--- config.mk ---
export PLATFORM = sky130hd
export DESIGN_NAME = sensor_data_deser
export DESIGN_NICKNAME = d
export VERILOG_FILES = /design/src/rtl/sensor_data_deser_pkg.sv /design/src/rtl/deser_out_buf.sv /design/src/rtl/sensor_data_deser.sv
export SDC_FILE = /design/constraint.sdc
export NUM_CORES = 1
export LEC_CHECK = 0
export CORE_UTILIZATION = 55
export DETAILED_ROUTE_END_ITERATION = 6
export GPL_TIMING_DRIVEN = 0
export PLACE_DENSITY = 0.8
export SKIP_CTS_REPAIR_TIMING = 1
export SLEW_MARGIN = 20
export SYNTH_ARGS = -nofsm -noshare
export SYNTH_HDL_FRONTEND = slang
export SYNTH_SLANG_ARGS = --single-unit
--- constraint.sdc ---
create_clock -name CLK -period 6 [get_ports CLK]
set_clock_uncertainty 0.1 [all_clocks]
set_input_delay 1.8 -clock CLK [delete_from_list [all_inputs] [get_ports CLK]]
set_output_delay 1.8 -clock CLK [all_outputs]
set_load 0.03 [all_outputs]
--- src/rtl/sensor_data_deser_pkg.sv ---
// Shared definitions for the sensor readout deserializer: FSM state encoding
// and default word / frame-counter widths.
package sensor_data_deser_pkg;

  typedef enum logic [1:0] {
    IDLE  = 2'd0,
    SHIFT = 2'd1,
    FLUSH = 2'd2,
    DONE  = 2'd3
  } state_e;

  localparam int WORD_W_DEF = 8;
  localparam int CNT_W_DEF  = 16;

endpackage

--- src/rtl/deser_out_buf.sv ---
// One-word pending buffer in front of the readout FIFO write port.
// Drops a completed word and raises a sticky overflow when the buffer cannot take it.
module deser_out_buf
  import sensor_data_deser_pkg::*;
#(
  parameter int WORD_W = WORD_W_DEF
) (
  input  logic              clk_i,
  input  logic              rst_ni,
  input  logic              load_i,
  input  logic [WORD_W-1:0] word_i,
  input  logic              fifo_full_i,
  input  logic              ovf_clr_i,
  output logic              ready_o,
  output logic              pending_o,
  output logic              fifo_wr_en_o,
  output logic [WORD_W-1:0] fifo_din_o,
  output logic              overflow_o
);

  logic              pending_q;
  logic [WORD_W-1:0] pbuf_q;
  logic              fifo_wr_en_q;
  logic [WORD_W-1:0] fifo_din_q;
  logic              overflow_q;
  logic              drain;

  // A draining buffer frees its slot on the same edge, so it can accept a new word.
  assign drain   = pending_q & ~fifo_full_i;
  assign ready_o = ~pending_q | drain;

  always_ff @(posedge clk_i) begin
    if (!rst_ni) begin
      pending_q    <= 1'b0;
      pbuf_q       <= '0;
      fifo_wr_en_q <= 1'b0;
      fifo_din_q   <= '0;
      overflow_q   <= 1'b0;
    end else begin
      fifo_wr_en_q <= drain;
      if (drain) fifo_din_q <= pbuf_q;
      if (load_i && ready_o) begin
        pbuf_q    <= word_i;
        pending_q <= 1'b1;
      end else if (drain) begin
        pending_q <= 1'b0;
      end
      if (load_i && !ready_o) overflow_q <= 1'b1;
      else if (ovf_clr_i)     overflow_q <= 1'b0;
    end
  end

  assign pending_o    = pending_q;
  assign fifo_wr_en_o = fifo_wr_en_q;
  assign fifo_din_o   = fifo_din_q;
  assign overflow_o   = overflow_q;

endmodule

--- src/rtl/sensor_data_deser.sv ---
// Packs the MSB-first serial readout stream into FIFO words per frame,
// counting the bits of each frame and flushing a zero-padded partial word at its end.
module sensor_data_deser
  import sensor_data_deser_pkg::*;
#(
  parameter int WORD_W = WORD_W_DEF,
  parameter int CNT_W  = CNT_W_DEF
) (
  input  logic              CLK,
  input  logic              Reset,
  input  logic              bit_en,
  input  logic              frame,
  input  logic              data_in,
  input  logic              fifo_full,
  input  logic              ovf_clr,
  output logic              fifo_wr_en,
  output logic [WORD_W-1:0] fifo_din,
  output logic [CNT_W-1:0]  frame_bits,
  output logic              frame_done,
  output logic              overflow,
  output logic              busy
);

  localparam int BC_W = $clog2(WORD_W);

  state_e            state_q;
  logic              frame_q;
  logic              armed_q;
  logic [WORD_W-1:0] sr_q;
  logic [BC_W-1:0]   bitcnt_q;
  logic [BC_W-1:0]   bitcnt_d;
  logic [CNT_W-1:0]  frame_bits_q;
  logic              frame_done_q;

  logic              start;
  logic              word_last;
  logic              load;
  logic              ready;
  logic              pending;
  logic [BC_W:0]     shamt;
  logic [WORD_W-1:0] flush_word;
  logic [WORD_W-1:0] word;

  // armed_q blocks a frame that was already high when reset was released.
  assign start      = frame & ~frame_q & armed_q;
  assign word_last  = bit_en && (bitcnt_q == BC_W'(WORD_W - 1));
  assign bitcnt_d   = !bit_en ? bitcnt_q : (word_last ? '0 : bitcnt_q + 1'b1);
  assign shamt      = (BC_W + 1)'(WORD_W) - {1'b0, bitcnt_q};
  assign flush_word = sr_q << shamt;
  assign load       = ((state_q == SHIFT) && word_last) || ((state_q == FLUSH) && ready);
  assign word       = (state_q == FLUSH) ? flush_word : {sr_q[WORD_W-2:0], data_in};

  always_ff @(posedge CLK) begin
    if (!Reset) begin
      state_q      <= IDLE;
      frame_q      <= 1'b0;
      armed_q      <= 1'b0;
      sr_q         <= '0;
      bitcnt_q     <= '0;
      frame_bits_q <= '0;
      frame_done_q <= 1'b0;
    end else begin
      frame_q      <= frame;
      armed_q      <= armed_q | ~frame;
      frame_done_q <= 1'b0;
      case (state_q)
        IDLE: begin
          if (start) begin
            sr_q         <= '0;
            bitcnt_q     <= '0;
            frame_bits_q <= '0;
            state_q      <= SHIFT;
          end
        end
        SHIFT: begin
          if (bit_en) begin
            sr_q     <= {sr_q[WORD_W-2:0], data_in};
            bitcnt_q <= bitcnt_d;
            if (frame_bits_q != '1) frame_bits_q <= frame_bits_q + 1'b1;
          end
          if (!frame) state_q <= (bitcnt_d != '0) ? FLUSH : DONE;
        end
        FLUSH: begin
          if (ready) state_q <= DONE;
        end
        DONE: begin
          if (!pending && !fifo_wr_en) begin
            frame_done_q <= 1'b1;
            state_q      <= IDLE;
          end
        end
        default: state_q <= IDLE;
      endcase
    end
  end

  deser_out_buf #(.WORD_W(WORD_W)) u_out_buf (
    .clk_i        (CLK),
    .rst_ni       (Reset),
    .load_i       (load),
    .word_i       (word),
    .fifo_full_i  (fifo_full),
    .ovf_clr_i    (ovf_clr),
    .ready_o      (ready),
    .pending_o    (pending),
    .fifo_wr_en_o (fifo_wr_en),
    .fifo_din_o   (fifo_din),
    .overflow_o   (overflow)
  );

  assign frame_bits = frame_bits_q;
  assign frame_done = frame_done_q;
  assign busy       = (state_q != IDLE);

endmodule

# Yosys cells after proc, flatten, opt, wreduce, memory -nomap -nowiden
# Cells that the tools add are included.
# W data, S select, Z words.
# classes
mux	24
n_bitwise	9
shifts	1
add_sub_neg	3
n_reduce_logical	20
n_eq_ne	11
# ops
operator	count
$mux W16	3
$pmux W16 S2	1
$mux W8	3
$add A16 B1 Y16 const B	1
$ne A16 B16 Y1 const B	1
$pmux W8 S2	1
$mux W3	4
$ne A2 B2 Y1 const B	5
$mux W2	4
$pmux W2 S4	1
$reduce_and A4 Y1	2
$reduce_bool A2 Y1	4
$shl A8 B4 Y8	1
$logic_and A1 B1 Y1	6
$mux W1	6
$pmux W3 S2	1
$eq A2 B2 Y1 const B	2
$not A1 Y1	4
$sub A4 B3 Y4 const A	1
$add A3 B1 Y3 const B	1
$and A1 B1 Y1	3
$eq A3 B3 Y1 const B	1
$logic_not A1 Y1	3
$reduce_and A3 Y1	1
other kinds (7)	8
# totals
ff_bits	51
in_bits	7
elab_cells	80
output_inout_bits	28

# Logic depth before layout (Yosys ltp)
# Gate-level depths: netlist of run 1.
# depth
depth_word	8
ltp_mapped	8
mapped_depth_nobuf	6

# Cells and area by module
# From an unflattened synthesis of run 1, not the netlist that was laid out.
# hier_totals
hier_cells	311
area_unflattened_um2	2715.1
# by_module_without_submodules
module	area_each_um2	seq_area_each_um2	cells_each	instances
sensor_data_deser	1949.4	640.6	228	1
deser_out_buf	765.7	380.4	83	1

# Worst setup path before layout of run 1
# OpenSTA, ideal clock, no wires.
# synth_path
path_kind	input -> register
from	input frame
to	register frame_bits_q[10] (netlist: frame_bits[10])
setup_ns	0.072
required_ns	5.828
setup_slack_ns	3.008
arrival_ns	2.821
path_stages	4
n_path_buf	0
cell_sequence	and3b_1 -> o2111ai_2 -> a2111oi_2 -> mux2i_1
# synth_between
elab_chain_len	4
# synth_lines
element	line	source
from (decl)	sensor_data_deser.sv:12	input logic frame,
$and A1 B1 Y1 (2 in a row)	sensor_data_deser.sv:45	assign start = frame & ~frame_q & armed_q;
$ne A2 B2 Y1 (no source line)	n/a	
$reduce_and A4 Y1 (no source line)	n/a	
to (signal assigned)	sensor_data_deser.sv:79	if (frame_bits_q != '1) frame_bits_q <= frame_bits_q + 1'b1;
to (decl)	sensor_data_deser.sv:32	logic [CNT_W-1:0] frame_bits_q;
# No other way between the ends.
# A chain may end at the register's enable or synchronous reset.

# Worst setup path after layout of run 1
# layout_path
from	register state_q[0]
to	output busy
# layout_between
elab_chain_len	1
# layout_lines
element	line	source
from (decl)	sensor_data_deser.sv:26	state_e state_q;
from (signal assigned)	sensor_data_deser.sv:81	if (!frame) state_q <= (bitcnt_d != '0) ? FLUSH : DONE;
$reduce_bool A2 Y1	sensor_data_deser.sv:113	assign busy = (state_q != IDLE);
to (decl)	sensor_data_deser.sv:21	output logic busy
# No other way between the ends.

==> results of run 1 <==
## critical path, cell delays in order (launching register included)
cell	delay, ns
dfxtp_1	0.39
inv_1	0.09
ha_1	0.28
inv_2	0.17
clkdlybuf4s50_1	0.69
## cell usage in the layout (no fill, tap or decap), drive strengths merged, types with 9 or more instances in the layout
cell type      instances
mux2i                 16
clkbuf                18
inv                   14
o21ai                 17
a21oi                 15
nand3                 10
nand2                 44
dfxtp                 51
nor2b                 17
a21boi                11
a22oi                  9
clkdlybuf4s50         33
nand4                 11
## metrics by stage
step / instance area, um^2 / total power (uW) / worst slack [ns] / cells / utilization [%]
final: 3250 / 887 / 2.16 / 423 / 68.7
after global routing: 3250 / 930 / 2.06 / 423 / 68.7
after CTS: 3250 / 888 / 2.15 / 423 / 68.7
after detailed placement: 3110 / 607 / 2.22 / 415 / 65.8
after global placement: 3110 / 603 / 2.24 / 415 / 65.8
after floorplan: 2700 / 543 / 3.01 / 315 / -
## power by group
part,total (uW),switching [uW],leakage (uW),internal [uW]
logic,227,149,0.000599,77.7
registers,376,15.8,0.000412,360
clock network,284,117,0.0000644,166
## worst max-delay path by stage
stage,startpoint,end,slack (ns),cells after the start
global route,state_q[0],busy,2.06,4
global placement,frame,frame_bits[2],2.24,4
CTS,state_q[0],busy,2.15,4
finish,state_q[0],busy,2.16,4
floorplan,frame,frame_bits[10],3.01,4
detailed placement,frame,frame_bits[10],2.22,5
## logic make-up after synthesis
| group | after synthesis | share of synthesized area (%) |
|---|---|---|
| simple gates | 125 | 26.0 |
| compound gates | 82 | 20.8 |
| flops | 51 | 37.9 |
| buf+inv | 32 | 5.01 |
| mux | 17 | 6.50 |
| fa+ha+maj | 8 | 3.71 |
## per-layer routing
metal,vias to the layer above,wire (um),share of wire (%),GRT usage (%)
li1,1235,-,-,-
met1,1210,2900,47,33.7
met2,58,2920,48,42.0
met3,8,252,4.1,4.72
met4,0,65,1.1,6.75
met5,-,0,0,0
## registers in the layout, indices dropped and copies added (netlist names)
register	cells
armed_q	1
sr_q	8
u_out_buf.pending_o	1
u_out_buf.pbuf_q	8
u_out_buf.fifo_wr_en_o	1
u_out_buf.overflow_o	1
frame_bits	16
state_q	2
frame_q	1
frame_done	1
bitcnt_q	3
u_out_buf.fifo_din_o	8
## cell type report
class	instances	area (um^2)	share of cell area (%)
plain buffers	18	82.6	2.54
clock buffers	5	68.8	2.12
clock inverters	3	67.6	2.08
inverters	14	52.6	1.62
multi-input cells	232	1540	47.4
flip-flops and latches	51	1020	31.5
well taps	67	83.8	2.58
repair buffers	33	330	10.2
==> impl_results.md, run 1 <==
* Synthesized instance count at 315
* Post-synth ARST share at 0%
* DR pass1 iterations at 4
* Initial antenna violation count at 0
* Hold slack at 0.347 ns
* Max_cap viols at 0
* DRC Markers at 0
* Final hold vios at 0
* RR Startpoint: state_q[0]
* Crit Path Class: flip-flop to output pin
* Top cells by count, synth: dfxtp_1, nand2_1, nor2b_1, mux2i_1, o21ai_0
* DRT iter0 DRCs at 150
* Syn Area/Cell at 8.56 um^2
* Slew Limit Fails at 0
* GP Congestion at 0.880
* Post-synth EDFFs at 0
* Nets at 370
* Worst hold path class: flip-flop to flip-flop
* Largest net degree at the start of global routing at 17
* Top Ports at 35
* Distinct cells, synth at 48
* Ys flop type: dfxtp_1
* Total Wirelength at 6150 um
* Largest cells by area after synthesis: dfxtp_1, nand2_1, mux2i_1, nor2b_1, ha_1
* Worst slew pin tran at 1.03 ns
* Power Dens Cells at 273 nW/um^2
* Final Setup Violations at 0
* Final Cycle Share at 64.0%
* Startpoint Class: flip-flop
* Worst slew margin at 30.7%
* Final worst path period need at 3.84 ns
* Syn nets at 330
* Clk root buf: clkbuf_8
* Clock Latency Late Sink at 0.31 ns
* Clock-pin slew on the worst setup and hold paths at 0.10 ns
* Leak at 0.00108 uW
* Hold Crit Endpoint: frame_done
* CP Data Arrival Time at 1.94 ns
* CP endpoint kind: output pin
* Area leader, netlist: dfxtp_1
* TritonCTS clock tree: built
* Post-Syn Area at 2700 um^2
* Most common cell in the netlist: dfxtp_1
* Path depth of the worst reg2reg path at 8
* Post-synth top area share at 37.9%
* Vias/cell at 5.94
* Register area share after synthesis at 37.9%
* WL/cell at 14.5 um
* Hold Path Origin: u_out_buf.fifo_wr_en_o
* Flops & latches, synth at 51
* WHS Path Cells at 1
* CP max FO at 8
* Row count at 25
* Achievable Freq at 260 MHz
* Diode count at 0
* Routed vias at 2511
* IR drop worst, VDD at 0.000202 V
* Fillers at 396
* Die span in x at 72 um
* Outcome: finished, final reports clean
* CTS max path bufs at 2
* YS warnings at 0
* Clock sink count at 51
* RSZ-0062 raised after global routing: false
* Post-route ant nets at 0
* Req. time, crit path at 4.10 ns
* CTS Buf Count at 5
* Port bufs at 33
* First-pass GRT wire length at 10400 um
* Core area at 4720 um^2
* R2R Setup Slk at 3.73 ns
* Via count of the first global-routing pass at 2226
* Area Overhead vs Synth at 20.4%
* HPWL after DPL at 4480 um
* Layout cells sized above 1 at 6.18%
* GR Overflow Total at 0
* Worst R2R End: u_out_buf.pbuf_q[3]
* Initial Utilization at 57.1%
* Htree depth at 2
* GRT Resource Usage Total at 25.2%
* Die Ht at 72 um
* TNS Setup at 0 ns
* Total die area at 5180 um^2
Note: power is estimated with default switching activity, not from simulation.
==> run 2, diff against run 1 <==
- CORE_UTILIZATION: 55 -> 50
- PLACE_DENSITY: 0.8 -> 0.76
- clock period: 6 -> 3.49 ns (I/O delays scaled with it)
==> impl_results.md, run 2 (synthesized netlist as in run 1, its figures left out) <==
* CP Data Arrival Time at 1.94 ns (about the same)
* Achievable Freq at 323 MHz
* First-pass GRT wire length at 10000 um (was 10400 um)
* RR Startpoint: state_q[0] (unchanged)
* Worst slew pin tran at 1.01 ns (was 1.03 ns)
* Total Wirelength at 6030 um (was 6150 um)
* GRT Resource Usage Total at 22.9% (was 25.2%)
* Initial Utilization at 52.4% (was 57.1%)
* Total die area at 5690 um^2 (was 5180 um^2)
* RSZ-0062 raised after global routing: false (unchanged)
* Die Ht at 75.4 um (was 72 um)
* Worst hold path class: flip-flop to flip-flop (unchanged)
* Crit Path Class: flip-flop to output pin (unchanged)
* Post-route ant nets at 0 (unchanged)
* Most common cell after layout, fill and taps aside: dfxtp_1 (unchanged)
* Clock sink count at 51 (unchanged)
* Top Ports at 35 (unchanged)
* Die span in x at 75.4 um (was 72 um)
* CTS max path bufs at 2 (unchanged)
* HPWL after DPL at 4530 um (was 4480 um)
* CP max FO at 8 (unchanged)
* Worst slew margin at 32.3% (was 30.7%)
* Core area at 5140 um^2 (was 4720 um^2)
* Hold Path Origin: u_out_buf.fifo_wr_en_o (unchanged)
* Critical path's largest stage delay at 0.70 ns (was 0.69 ns)
* Clock Latency Late Sink at 0.30 ns (was 0.31 ns)
* Vias/cell at 5.66 (was 5.94)
* DRT iter0 DRCs at 121 (was 150)
* Outcome: finished, final reports clean (unchanged)
* Startpoint Class: flip-flop (unchanged)
* GR Overflow Total at 0 (unchanged)
* Post-route insts no fill at 426 (was 423)
* DR pass1 iterations at 4 (unchanged)
* Leak at 0.00107 uW (was 0.00108 uW)
* Power Dens Cells at 451 nW/um^2 (was 273 nW/um^2)
* Htree depth at 2 (unchanged)
* Nets at 370 (unchanged)
* Layout cells sized above 1 at 6.18% (unchanged)
* IR drop worst, VDD at 0.000340 V (was 0.000202 V)
* Max reg flops at 16 (unchanged)
* Port bufs at 33 (unchanged)
* Final worst path period need at 3.09 ns
* Final Setup Violations at 0 (unchanged)
* Slowest stage cell, crit path: clkdlybuf4s50_1 (unchanged)
* CTS Buf Count at 5 (unchanged)
* DRC Markers at 0 (unchanged)
* Largest net degree at the start of global routing at 16 (was 17)
* Row count at 26 (was 25)
* TNS Setup at 0 ns (unchanged)
* GP Congestion at 0.911 (was 0.880)
* Clk root buf: clkbuf_8 (unchanged)
* Crit-path cells: inv_1 -> ha_1 -> inv_2 -> clkdlybuf4s50_1 (unchanged)
* Final Cycle Share at 88.6%
* Diode count at 0 (unchanged)
* Slew Limit Fails at 0 (unchanged)
* Dpl cells at 418 (was 415)
* Area Overhead vs Synth at 19.9% (was 20.4%)
* Final hold vios at 0 (unchanged)
* Initial antenna violation count at 0 (unchanged)
* Routed vias at 2412 (was 2511)
* Clock-pin slew on the worst setup and hold paths at 0.09 ns (was 0.10 ns)
* TritonCTS clock tree: built (unchanged)
* WL/cell at 14.2 um (was 14.5 um)
* Most frequent cells in the layout: dfxtp_1, nand2_1, clkdlybuf4s50_1 (unchanged)
* CP startpoint: state_q[0] (unchanged)
* Max_cap viols at 0 (unchanged)
* CP endpoint kind: output pin (unchanged)
* Req. time, crit path at 2.34 ns (was 4.10 ns)
* Via count of the first global-routing pass at 2118 (was 2226)
[run 2: cell types whose count changed in the layout (fill, tap and decap cells not counted)]
| cell | delta |
|---|---|
| clkinv_2 | +1 |
| clkinvlp_4 | -1 |
| bufinv_16 | -1 |
| clkbuf_8 | +1 |
[run 2: report_power, final]
group          total, uW  leakage, uW  internal (uW)  switching [uW]
combinational        388     0.000599            135             253
sequential           647     0.000412            619            27.4
clock                424    0.0000612            232             191
[run 2: cell type report]
| class | instances | area, um^2 |
|---|---|---|
| Inverter | 14 | 52.6 |
| Fill cell | 488 | 1910 |
| Tap cell | 70 | 87.6 |
| Clock inverter | 2 | 35.0 |
| Timing Repair Buffer | 33 | 330 |
| Buffer | 18 | 82.6 |
| Clock buffer | 6 | 82.6 |
| Multi-Input combinational cell | 232 | 1540 |
| Sequential cell | 51 | 1020 |
[run 2: path summary, 6_finish.rpt]
check	end	slack, ns	cells after the start
worst max-delay path	busy	0.40	4
worst min-delay path	frame_done	0.35	1
worst max register to register	u_out_buf.pbuf_q[3]	1.28	8
worst min register to register	frame_done	0.35	1
[run 2: worst max-delay path, delay by kind of cell (launching register included)]
kind	cells	cell delay, ns
adder cells (fa/ha/maj)	1	0.27
buffers and inverters	3	0.97
flip-flops	1	0.40
[run 2: metrics by stage]
step	setup WS [ns]	power, uW	hold slack [ns]	utilization [%]	area, um^2
3_3_place_gp	0.456	1040	0.334	60.6	3110
6_report	0.399	1460	0.349	62.9	3230
2_1_floorplan	1.25	934	0.329	-	2700
3_5_place_dp	0.462	1040	0.338	60.6	3110
4_1_cts	0.401	1470	0.356	62.9	3230
5_1_grt	0.312	1540	0.379	62.9	3230
[run 2: metal layers]
layer	track usage (%)	wire (um)	vias up
met2	38.1	2900	35
met3	4.23	172	7
met5	0	0	-
met1	31.1	2870	1142
met4	5.35	85	0
li1	-	-	1228
==> run 3, diff against run 2 <==
- CORE_ASPECT_RATIO: not set -> 1.25
==> impl_results.md, run 3 (synthesized netlist as in run 1, its figures left out) <==
* Worst slew margin at 29.9% (was 32.3%)
* Core area at 5120 um^2 (was 5140 um^2)
* Top Ports at 35 (unchanged)
* TritonCTS clock tree: built (unchanged)
* Fillers at 462 (was 488)
* Clock-pin slew on the worst setup and hold paths at 0.09 ns (about the same)
* Max reg flops at 16 (unchanged)
* Overall power at 1400 uW (was 1460 uW)
* WHS Path Cells at 1 (unchanged)
* Worst hold path class: flip-flop to flip-flop (unchanged)
* First-pass GRT wire length at 10300 um (was 10000 um)
* Largest net degree at the start of global routing at 17 (was 16)
* Total die area at 5690 um^2 (about the same)
* Outcome: finished, final reports clean (unchanged)
* Max_cap viols at 0 (unchanged)
* Initial Utilization at 52.7% (was 52.4%)
* Routed vias at 2473 (was 2412)
* Total Wirelength at 6230 um (was 6030 um)
* Leak at 0.00106 uW (was 0.00107 uW)
* Crit-path cells: inv_1 -> ha_1 -> inv_2 -> clkdlybuf4s50_1 (unchanged)
* Row count at 29 (was 26)
* Achievable Freq at 322 MHz (was 323 MHz)
* DRT iter0 DRCs at 104 (was 121)
* Initial antenna violation count at 0 (unchanged)
* Startpoint Class: flip-flop (unchanged)
* CTS Buf Count at 5 (unchanged)
* Final hold vios at 0 (unchanged)
* Diode count at 0 (unchanged)
* WL/cell at 14.9 um (was 14.2 um)
* Hold slack at 0.355 ns (was 0.349 ns)
* Area Overhead vs Synth at 18.8% (was 19.9%)
* CP Data Arrival Time at 1.96 ns (was 1.94 ns)
* Critical path's largest stage delay at 0.71 ns (was 0.70 ns)
* DR pass1 iterations at 4 (unchanged)
* Count of buffer and inverter cells on the critical path at 3 (unchanged)
* Nets at 370 (unchanged)
* CP max FO at 8 (unchanged)
* Worst slew pin tran at 1.04 ns (was 1.01 ns)
* Crit Path Class: flip-flop to output pin (unchanged)
* GP Congestion at 0.890 (was 0.911)
* Post-route insts no fill at 418 (was 426)
* TNS Setup at 0 ns (unchanged)
* CTS max path bufs at 2 (unchanged)
* Via count of the first global-routing pass at 2377 (was 2118)
* Vias/cell at 5.92 (was 5.66)
* Final worst path period need at 3.10 ns (was 3.09 ns)
* CP endpoint kind: output pin (unchanged)
* Slowest stage cell, crit path: clkdlybuf4s50_1 (unchanged)
* Htree depth at 2 (unchanged)
* Dpl cells at 410 (was 418)
* Die Ht at 84.1 um (was 75.4 um)
* Final Setup Violations at 0 (unchanged)
* Req. time, crit path at 2.34 ns (about the same)
* Layout cells sized above 1 at 6.18% (unchanged)
* Critical path's top delay family: buffers and inverters (unchanged)
* Path depth of the worst reg2reg path at 8 (unchanged)
* Most frequent cells in the layout: dfxtp_1, nand2_1, clkdlybuf4s50_1 (unchanged)
* Final Cycle Share at 88.9% (was 88.6%)
* GR Overflow Total at 0 (unchanged)
* RSZ-0062 raised after global routing: false (unchanged)
* Port bufs at 33 (unchanged)
* Slew Limit Fails at 0 (unchanged)
* Most common cell after layout, fill and taps aside: dfxtp_1 (unchanged)
* Post-route ant nets at 0 (unchanged)
* Clock Latency Late Sink at 0.31 ns (was 0.30 ns)
* HPWL after DPL at 4660 um (was 4530 um)
* Total stage count of the critical path at 4 (unchanged)
* GRT Resource Usage Total at 23.2% (was 22.9%)
* Clk root buf: clkbuf_8 (unchanged)
* Clock sink count at 51 (unchanged)
* IR drop worst, VDD at 0.000350 V (was 0.000340 V)
* DRC Markers at 0 (unchanged)
* Power Dens Cells at 437 nW/um^2 (was 451 nW/um^2)
* Die span in x at 67.7 um (was 75.4 um)
[run 3: final timing paths]
path	slack [ns]	startpoint	to
worst min register to register	0.36	u_out_buf.fifo_wr_en_o	frame_done
worst max register to register	1.31	state_q[0]	u_out_buf.pbuf_q[2]
worst max-delay path	0.39	state_q[0]	busy
worst min-delay path	0.36	u_out_buf.fifo_wr_en_o	frame_done
[run 3: per-layer routing]
metal  wire, um  track usage [%]
met5          0                0
met4         98             7.54
met3        186             3.28
met2       3370             42.1
met1       2580             26.5
[run 3: layout make-up]
cell class / instances / area [um^2] / area share (%)
multi-input combinational: 232 / 1540 / 48.1
sequential: 51 / 1020 / 31.9
timing repair buffer: 33 / 330 / 10.3
clock buffer: 6 / 82.6 / 2.58
buffer: 18 / 82.6 / 2.58
tap: 62 / 77.6 / 2.42
inverter: 14 / 52.6 / 1.64
clock inverter: 2 / 16.3 / 0.508
[run 3: power breakdown]
| part | switching, uW | internal [uW] | total, uW |
|---|---|---|---|
| combinational | 252 | 134 | 386 |
| clock | 203 | 162 | 366 |
| sequential | 29.0 | 619 | 648 |
[run 3: per-stage QoR]
stage	utilization [%]	cell area [um^2]	setup WS (ns)
4_1_cts	62.6	3200	0.393
6_report	62.6	3200	0.387
3_5_place_dp	60.7	3100	0.438
2_1_floorplan	-	2700	1.25
3_3_place_gp	60.7	3100	0.458
5_1_grt	62.6	3200	0.308
